### src/rtl/puf_test_ctrl.sv
// PUF characterisation sequencer: feeds challenges, streams response bits to the
// statistical tester, accumulates saturating per-test pass counts and stores them to RAM.
module puf_test_ctrl #(
    parameter int N_CB           = 64,
    parameter int N_TESTS        = 8,
    parameter int BITS_PER_ROUND = 20000,
    parameter int N_ROUNDS       = 255,
    parameter int CNT_W          = 8,
    parameter int ADDR_W         = 13,
    parameter int BASE_ADDR      = 0
) (
    input  logic                clk_i,
    input  logic                rst_i,
    input  logic                start_i,
    input  logic [N_CB-1:0]     chal_in_i,
    output logic [N_CB-1:0]     chal_out_o,
    input  logic                resp_valid_i,
    input  logic                resp_i,
    output logic                test_clr_o,
    output logic                test_en_o,
    output logic                test_bit_o,
    input  logic                res_valid_i,
    input  logic [N_TESTS-1:0]  test_result_i,
    output logic                mem_we_o,
    output logic [ADDR_W-1:0]   mem_waddr_o,
    output logic [CNT_W-1:0]    mem_din_o,
    output logic                busy_o,
    output logic                done_o
);

    // state      | meaning
    // S_IDLE     | waiting for start after reset
    // S_CLR      | one-cycle tester clear, new challenge latched
    // S_RUN      | streaming accepted response bits to the tester
    // S_WAIT_RES | round complete, waiting for tester flags
    // S_ACCUM    | add captured flags into pass counters
    // S_STORE    | one result word written per cycle
    // S_DONE     | run finished, counts held until next start
    typedef enum logic [2:0] {
        S_IDLE, S_CLR, S_RUN, S_WAIT_RES, S_ACCUM, S_STORE, S_DONE
    } state_t;

    localparam int BIT_W = $clog2(BITS_PER_ROUND);
    localparam int RND_W = $clog2(N_ROUNDS + 1);
    localparam int IDX_W = (N_TESTS > 1) ? $clog2(N_TESTS) : 1;

    localparam logic [BIT_W-1:0]  BIT_LAST = BIT_W'(BITS_PER_ROUND - 1);
    localparam logic [RND_W-1:0]  RND_LAST = RND_W'(N_ROUNDS - 1);
    localparam logic [IDX_W-1:0]  IDX_LAST = IDX_W'(N_TESTS - 1);
    localparam logic [ADDR_W-1:0] BASE     = ADDR_W'(BASE_ADDR);

    state_t               state_q, state_d;
    logic [BIT_W-1:0]     bit_q;
    logic [RND_W-1:0]     rnd_q;
    logic [IDX_W-1:0]     idx_q, idx_nxt;
    logic [N_TESTS-1:0]   res_q;
    logic [CNT_W-1:0]     cnt_q [N_TESTS];
    logic [CNT_W-1:0]     cnt_d [N_TESTS];
    logic [N_CB-1:0]      chal_q;
    logic                 test_en_q, test_bit_q;
    logic                 mem_we_q;
    logic [ADDR_W-1:0]    mem_waddr_q;
    logic [CNT_W-1:0]     mem_din_q;
    logic                 res_accept;

    // Flags arriving alongside the final strobe predate the tester seeing that bit.
    assign res_accept = res_valid_i && !test_en_q;
    assign idx_nxt    = idx_q + IDX_W'(1);

    always_comb begin
        for (int i = 0; i < N_TESTS; i++) begin
            cnt_d[i] = (res_q[i] && !(&cnt_q[i])) ? cnt_q[i] + CNT_W'(1) : cnt_q[i];
        end
    end

    always_ff @(posedge clk_i or posedge rst_i) begin
        if (rst_i) state_q <= S_IDLE;
        else       state_q <= state_d;
    end

    always_comb begin
        state_d = state_q;
        case (state_q)
            S_IDLE, S_DONE: if (start_i) state_d = S_CLR;
            S_CLR:          state_d = S_RUN;
            S_RUN:          if (resp_valid_i && bit_q == BIT_LAST) state_d = S_WAIT_RES;
            S_WAIT_RES:     if (res_accept) state_d = S_ACCUM;
            S_ACCUM:        state_d = (rnd_q == RND_LAST) ? S_STORE : S_CLR;
            S_STORE:        if (idx_q == IDX_LAST) state_d = S_DONE;
            default:        state_d = S_IDLE;
        endcase
    end

    always_comb begin
        test_clr_o = (state_q == S_CLR);
        busy_o     = (state_q != S_IDLE) && (state_q != S_DONE);
        done_o     = (state_q == S_DONE);
    end

    always_ff @(posedge clk_i or posedge rst_i) begin
        if (rst_i) begin
            bit_q       <= '0;
            rnd_q       <= '0;
            idx_q       <= '0;
            res_q       <= '0;
            cnt_q       <= '{default: '0};
            chal_q      <= '0;
            test_en_q   <= 1'b0;
            test_bit_q  <= 1'b0;
            mem_we_q    <= 1'b0;
            mem_waddr_q <= '0;
            mem_din_q   <= '0;
        end else begin
            test_en_q <= 1'b0;
            case (state_q)
                S_IDLE, S_DONE: begin
                    if (start_i) begin
                        cnt_q <= '{default: '0};
                        rnd_q <= '0;
                    end
                end
                S_CLR: begin
                    bit_q  <= '0;
                    chal_q <= chal_in_i;
                end
                S_RUN: begin
                    if (resp_valid_i) begin
                        test_bit_q <= resp_i;
                        test_en_q  <= 1'b1;
                        chal_q     <= chal_in_i;
                        bit_q      <= bit_q + BIT_W'(1);
                    end
                end
                S_WAIT_RES: begin
                    if (res_accept) res_q <= test_result_i;
                end
                S_ACCUM: begin
                    cnt_q <= cnt_d;
                    rnd_q <= rnd_q + RND_W'(1);
                    // First word is loaded here so writes line up with the STORE cycles.
                    if (rnd_q == RND_LAST) begin
                        mem_we_q    <= 1'b1;
                        mem_waddr_q <= BASE;
                        mem_din_q   <= cnt_d[0];
                        idx_q       <= '0;
                    end
                end
                S_STORE: begin
                    if (idx_q == IDX_LAST) begin
                        mem_we_q <= 1'b0;
                    end else begin
                        idx_q       <= idx_nxt;
                        mem_waddr_q <= mem_waddr_q + ADDR_W'(1);
                        mem_din_q   <= cnt_q[idx_nxt];
                    end
                end
                default: ;
            endcase
        end
    end

    assign chal_out_o  = chal_q;
    assign test_en_o   = test_en_q;
    assign test_bit_o  = test_bit_q;
    assign mem_we_o    = mem_we_q;
    assign mem_waddr_o = mem_waddr_q;
    assign mem_din_o   = mem_din_q;

endmodule

### config.mk
export PLATFORM = sky130hd
export DESIGN_NAME = puf_test_ctrl
export DESIGN_NICKNAME = d
export VERILOG_FILES = /design/src/rtl/puf_test_ctrl.sv
export SDC_FILE = /design/constraint.sdc
export NUM_CORES = 1
export LEC_CHECK = 0
export BUFFER_PORTS_ARGS = -buffer_cell sky130_fd_sc_hd__buf_2
export CAP_MARGIN = 20
export CORE_MARGIN = 2
export CORE_UTILIZATION = 60
export CTS_BUF_LIST = sky130_fd_sc_hd__clkbuf_16
export DETAILED_ROUTE_END_ITERATION = 6
export HOLD_SLACK_MARGIN = 0.12
export PLACE_DENSITY = 0.85
export SYNTH_ARGS = -nofsm -noshare
export SYNTH_HDL_FRONTEND = slang
export SYNTH_SLANG_ARGS = --single-unit
### constraint.sdc
create_clock -name clk_i -period 8.7 [get_ports clk_i]
set_clock_uncertainty 0.15 [all_clocks]
set_input_delay 0.435 -clock clk_i [delete_from_list [all_inputs] [get_ports clk_i]]
set_output_delay 0.435 -clock clk_i [all_outputs]
set_load 0.02 [all_outputs]
==> run metrics, run 1 <==
worst-path cell chain ha_1 -> ha_1 -> and4bb_1 -> a41oi_2 -> or3_1 -> a21oi_1; critical path's slowest cell and4bb_1; Ys Warns 0; max cap viols 0; first-pass GRT wire length 47.4 mm; Setup crit end kind register; Layout Nets 1,207; drt drc 0; fin crit share 0.391; critical path endpoint mem_waddr_o[3]$_DFFE_PP0P_; layout cell share with drive strength beyond 1 0.284; fmax 0.294 GHz; critical path startpoint idx_q[0]$_DFFE_PP0P_; Port Buf Inserts 168; Worst path max stage delay 0.81 ns; Max IR drop VDD 0.162 mV; reg2reg end mem_waddr_o[3]$_DFFE_PP0P_; initial antenna violation count 1; Final Max Tran Viols 0; depth of the most critical reg-to-reg path 6; H-Tree Depth 4; Async S/R FF share, synth 1.00; CTS tree done; Worst-path clk slew 0.08 ns; Worst-Skew Late Latency 0.45 ns; via/cell ratio 6.53; CTS Buf Count 17; Max-slew headroom 0.310; core footprint 15,900 sq um; Seq/Total Area, Yosys 0.483; RSZ-0062 raised after global routing false; Yosys cell types 72; gr ovfl total 0; Rows 46; count of final setup violators 0; I/O pin total 169; routability congestion estimate 0.939; Pwr Density 163 nW/um^2; Total Wirelength 29.4 mm; Setup Fix Bufs, Post-CTS 0; DP HPWL 17.0 mm; Net Count, Synth 982; worst hold path class input port to register; clk buf depth 2; Cells after Synth 890; Seq cells post-synth 189; Vias 8,778; tightest hold margin 0.191 ns; CP max FO 19; Syn Area/Cell 11.0 sq um; Starting Density 0.614; status finished, final reports clean; ANT nets after route 0; predominant post-synthesis flop cell dfrtp_1; final hold vios 0; CP required 8.92 ns; clock sink total 189; Arrival @ worst endpoint 3.62 ns; GRT Total Usage 0.346; Worst path most repeated cell ha_1; Worst Setup Slack, final 5.30 ns; vias in the first global route 8,614; number of enable flip-flop cells after synthesis 0; height of the die 132 um; largest net degree at the start of global routing 121; startpoint types register; Iteration-0 DRC Markers 1,268; Worst Tran Pin Value 1.04 ns; Clock Tree Root clkbuf_16; R2R Setup Slk 5.30 ns; post-cts resize count 0; DR pass1 iterations 7; Critical R2R Launch idx_q[0]$_DFFE_PP0P_; DR WL/cell 21.9 um; die width 132 um; Layout area overhead 23.5%; P_leak 0.00546 uW; full die area 17,400 sq um; pre-CTS WS 5.40 ns; min cycle time layout 3.40 ns; critical path class register to register; setup TNS 0 ns; Mapped Area 9790 sq um
## cell usage after synthesis (17+ instances only)
cell type,instances,area share
dfrtp_1,189,0.48
or3_1,17,0.011
o21ai_0,43,0.022
a31oi_1,29,0.019
nand4_1,25,0.016
mux2_2,78,0.090
nor2_1,27,0.010
o211ai_1,26,0.020
buf_2,23,0.012
nand3_1,38,0.019
inv_1,58,0.022
nand2_1,60,0.023
a21oi_1,19,0.0097
## power breakdown
group	internal, uW	leakage, uW	switching (uW)
sequential	919	0.00214	32.8
combinational	93.6	0.00303	123
clock	411	0.000288	390
## repair_timing
action,4_1_cts,5_1_grt
setup endpoints to repair,0,0
hold buffers,74,0
hold endpoints to repair,192,0
## layout make-up
| cell class | instances | area [sq um] |
|---|---|---|
| clock buffers | 17 | 425 |
| fillers | 947 | 3850 |
| multi-input cells | 599 | 4620 |
| well taps | 216 | 270 |
| flip-flops and latches | 189 | 4730 |
| clock inverters | 15 | 179 |
| inverters | 58 | 225 |
| diodes | 1 | 2.50 |
| repair buffers | 250 | 1640 |
## stage by stage
step / instance area (sq um) / utilization / power (uW) / cells
after floorplan: 9790 / - / 1070 / 890
after global routing: 12100 / 0.759 / 2030 / 1345
after global placement: 10700 / 0.674 / 1130 / 1237
after CTS: 12100 / 0.758 / 1940 / 1344
final: 12100 / 0.759 / 1970 / 1345
after detailed placement: 10700 / 0.674 / 1140 / 1238
## routing by layer
layer	share of wire	global-route usage
met1	0.36	0.418
met2	0.50	0.591
met3	0.083	0.0752
met4	0.050	0.168
met5	0	0
## cell usage in the layout (no fill, tap or decap), types with 9 or more instances in the layout
cell / netlist / routed
dfrtp_1: 189 / 189
buf_2: 23 / 168
mux2_2: 78 / 78
dlygate4sd3_1: 0 / 74
nand2_1: 60 / 60
inv_1: 58 / 57
o21ai_0: 43 / 43
nand3_1: 38 / 38
a31oi_1: 29 / 29
nor2_1: 27 / 27
o211ai_1: 26 / 26
nand4_1: 25 / 25
a21oi_1: 19 / 18
or3_1: 17 / 17
clkbuf_16: 0 / 17
and3_1: 16 / 16
mux4_2: 16 / 16
mux2i_1: 14 / 14
ha_1: 14 / 14
o31ai_1: 12 / 12
or4_1: 12 / 12
nor3_1: 11 / 11
a211oi_1: 11 / 11
o31a_1: 9 / 9
xor2_1: 9 / 9
## logic make-up after synthesis
kind of cell | share of synthesized area
AND/OR/NAND/NOR | 0.144
AO/OA/AOI/OAI | 0.155
XOR/XNOR | 0.0125
buffers and inverters | 0.0467
flip-flops | 0.483
adder cells (fa/ha/maj) | 0.0179
multiplexers | 0.141
## critical path, delay by kind of cell (launching register included)
family / cells / cell delay, ns
compound gates: 2 / 0.48
fa+ha+maj: 2 / 0.62
flops: 1 / 0.73
simple gates: 2 / 1.35
## how the worst min path moves through the flow
stage	from	to	depth (start not counted)	slack, ns
floorplan	idx_q[2]$_DFFE_PP0P_	idx_q[2]$_DFFE_PP0P_	2	0.31
global placement	idx_q[2]$_DFFE_PP0P_	idx_q[2]$_DFFE_PP0P_	2	0.33
detailed placement	chal_out_o[27]$_DFFE_PP0P_	chal_out_o[27]$_DFFE_PP0P_	1	0.34
CTS	start_i	state_q[1]$_DFFE_PP0P_	4	0.19
global route	start_i	state_q[1]$_DFFE_PP0P_	4	0.23
finish	start_i	state_q[1]$_DFFE_PP0P_	4	0.19
## registers in the layout, indices dropped and copies added (netlist names)
register     cells
test_en_o        1
mem_we_o         1
state_q          3
chal_out_o      64
mem_waddr_o     13
idx_q            3
bit_q           15
test_bit_o       1
cnt_q           64
mem_din_o        8
rnd_q            8
res_q            8
(Power assumes the default switching activity.)
==> run 2: changes to the inputs <==
--- a/config.mk
+++ b/config.mk
@@ -8,11 +8,11 @@
 export BUFFER_PORTS_ARGS = -buffer_cell sky130_fd_sc_hd__buf_2
 export CAP_MARGIN = 20
 export CORE_MARGIN = 2
-export CORE_UTILIZATION = 60
+export CORE_UTILIZATION = 51
 export CTS_BUF_LIST = sky130_fd_sc_hd__clkbuf_16
 export DETAILED_ROUTE_END_ITERATION = 6
 export HOLD_SLACK_MARGIN = 0.12
-export PLACE_DENSITY = 0.85
+export PLACE_DENSITY = 0.77
 export SYNTH_ARGS = -nofsm -noshare
 export SYNTH_HDL_FRONTEND = slang
 export SYNTH_SLANG_ARGS = --single-unit
==> constraint.sdc (replaced) <==
create_clock -name clk_i -period 2.94 [get_ports clk_i]
set_clock_uncertainty 0.15 [all_clocks]
set_input_delay 0.147 -clock clk_i [delete_from_list [all_inputs] [get_ports clk_i]]
set_output_delay 0.147 -clock clk_i [all_outputs]
set_load 0.02 [all_outputs]
==> run 2 against run 1 <==
Compared with the run above: first-iteration DRC count fell by 20%; routed wire length fell by 3.8%; via count fell by 2.2%; maximum frequency rose by 30%; clock power rose to 3.0 times the previous value; die area rose by 17%; largest cell class unchanged.
==> run metrics, run 2 (synthesized netlist as in run 1, its figures left out) <==
status finished, final reports clean; ANT nets after route 0 (unchanged); P_sw 1610 uW (+200%); sw frac 0.275 (-0.00175); Port Buf Inserts 168 (unchanged); initial antenna violation count 1 (unchanged); commonest non-fill, non-tap cells in the layout dfrtp_1 (189), buf_2 (168), mux2_2 (78); count of final setup violators 0 (unchanged); Vias 8,585 (-2.2%); Pwr Density 473 nW/um^2 (+190%); depth of the most critical reg-to-reg path 5 (-1); Max IR drop VDD 0.352 mV (+120%); Setup crit end kind register; full die area 20,300 sq um (+17%); Arrival @ worst endpoint 2.82 ns (-0.80 ns); gr ovfl total 0 (unchanged); Worst Tran Pin Value 1.10 ns (+0.0650 ns); Worst Setup Slack, final 0.323 ns (-4.98 ns); min cycle time layout 2.62 ns (-0.784 ns); via/cell ratio 6.20 (-5.0%); DR pass1 iterations 5 (-2); Total Wirelength 28.3 mm (-3.8%); reg2reg end cnt_q[19]$_DFFE_PP0P_; H-Tree Depth 4 (unchanged); routability congestion estimate 0.907 (-3.4%); Critical R2R Launch state_q[1]$_DFFE_PP0P_; startpoint types register; DP HPWL 17.5 mm (+2.9%); clock share of power 0.408 (+0.002); setup TNS 0 ns (unchanged); DR WL/cell 20.4 um (-6.6%); P_leak 0.00559 uW (+2.4%); Worst-Skew Late Latency 0.44 ns (about the same); first-pass GRT wire length 44.4 mm (-6.4%); Internal Power 4240 uW (+200%); I/O pin total 169 (unchanged); drt drc 0 (unchanged); pre-CTS WS 0.424 ns (-4.98 ns); max cap viols 0 (unchanged); die width 143 um (+8.2%); fin crit share 0.890 (+0.499); Layout Nets 1,228 (+1.7%); CP max FO 17 (-2); post-cts resize count 0 (unchanged); vias in the first global route 8,476 (-1.6%); GRT Total Usage 0.279 (-0.0675); Max-slew headroom 0.267 (-0.0434); fmax 0.382 GHz (+30%); Rows 50 (+8.7%); Starting Density 0.522 (-0.0924); largest net degree at the start of global routing 67 (-45%); Setup Fix Bufs, Post-CTS 0 (unchanged); height of the die 143 um (+8.2%); CP required 3.14 ns (-5.78 ns); clk buf depth 2 (unchanged); R2R Setup Slk 0.32 ns (-4.98 ns); final hold vios 0 (unchanged); worst hold path class input port to asynchronous set/reset pin; Gate power share 0.111 (about the same); critical path class register to register; CTS Buf Count 17 (unchanged); Seq pwr share 0.480 (-0.003); clock sink total 189 (unchanged); RSZ-0062 raised after global routing false; layout cell share with drive strength beyond 1 0.294 (+0.0105); Layout area overhead 26.5%; Final Max Tran Viols 0 (unchanged); Iteration-0 DRC Markers 1,010 (-20%); Worst-path clk slew 0.08 ns (about the same); commonest non-fill, non-tap cell in the layout dfrtp_1; Clock Tree Root clkbuf_16; CTS tree done; core footprint 18,800 sq um (+18%)
-- run 2: stage by stage --
stage | cells | power (uW) | util | instance area, sq um | hold slack [ns]
6_report | 1385 | 5850 | 0.660 | 12400 | 0.175
5_1_grt | 1384 | 6020 | 0.659 | 12400 | 0.206
4_1_cts | 1383 | 5810 | 0.659 | 12400 | 0.149
3_5_place_dp | 1274 | 3390 | 0.586 | 11000 | 0.0627
3_3_place_gp | 1274 | 3370 | 0.586 | 11000 | 0.0538
2_1_floorplan | 890 | 3160 | - | 9790 | 0.149
-- run 2: worst max path at each step --
stage | slack (ns) | to | cells past startpoint | startpoint
after floorplan | 0.21 | bit_q[0]$_DFFE_PP0P_ | 1 | rst_i
after global placement | 0.51 | mem_waddr_o[3]$_DFFE_PP0P_ | 6 | idx_q[0]$_DFFE_PP0P_
after detailed placement | 0.42 | mem_waddr_o[3]$_DFFE_PP0P_ | 6 | idx_q[0]$_DFFE_PP0P_
after CTS | 0.35 | test_clr_o | 4 | state_q[2]$_DFFE_PP0P_
after global routing | 0.21 | cnt_q[19]$_DFFE_PP0P_ | 5 | state_q[1]$_DFFE_PP0P_
final | 0.32 | cnt_q[19]$_DFFE_PP0P_ | 5 | state_q[1]$_DFFE_PP0P_
-- run 2: final cells by class --
| cell class | instances | area, sq um |
|---|---|---|
| antenna | 2 | 5.00 |
| clock buffer | 17 | 425 |
| fill | 1347 | 6390 |
| tap | 234 | 293 |
| timing repair buffer | 271 | 1910 |
| sequential | 189 | 4730 |
| multi-input combinational | 599 | 4620 |
| inverter | 58 | 221 |
| clock inverter | 15 | 179 |
-- run 2: worst max-delay path: stages, from the launching register on --
cell and delay (ns):
dfrtp_1 0.64, nand2b_1 0.15, a21oi_2 0.85, nor2_1 0.23
buf_4 0.29, a31oi_1 0.22
-- run 2: power groups by stage --
stage | clock network (uW) | logic, uW | registers, uW
3_3_place_gp | 0 | 536 | 2840
5_1_grt | 2510 | 696 | 2820
2_1_floorplan | 0 | 208 | 2950
4_1_cts | 2380 | 629 | 2800
6_report | 2390 | 650 | 2810
3_5_place_dp | 0 | 545 | 2840
-- run 2: layer usage --
metal  routed length, um  global-route usage  share of wire  vias to the layer above
met1               11400               0.350           0.40                     4197
met4                1530               0.158          0.054                        0
li1                    -                   -              -                     3859
met3                1800              0.0653          0.064                      108
met2               13600               0.444           0.48                      421
met5                   0                   0              0                        -
-- run 2: repair_timing --
action | 4_1_cts | 5_1_grt
setup endpoints to repair | 0 | 0
hold endpoints to repair | 267 | 0
hold buffers | 77 | 0
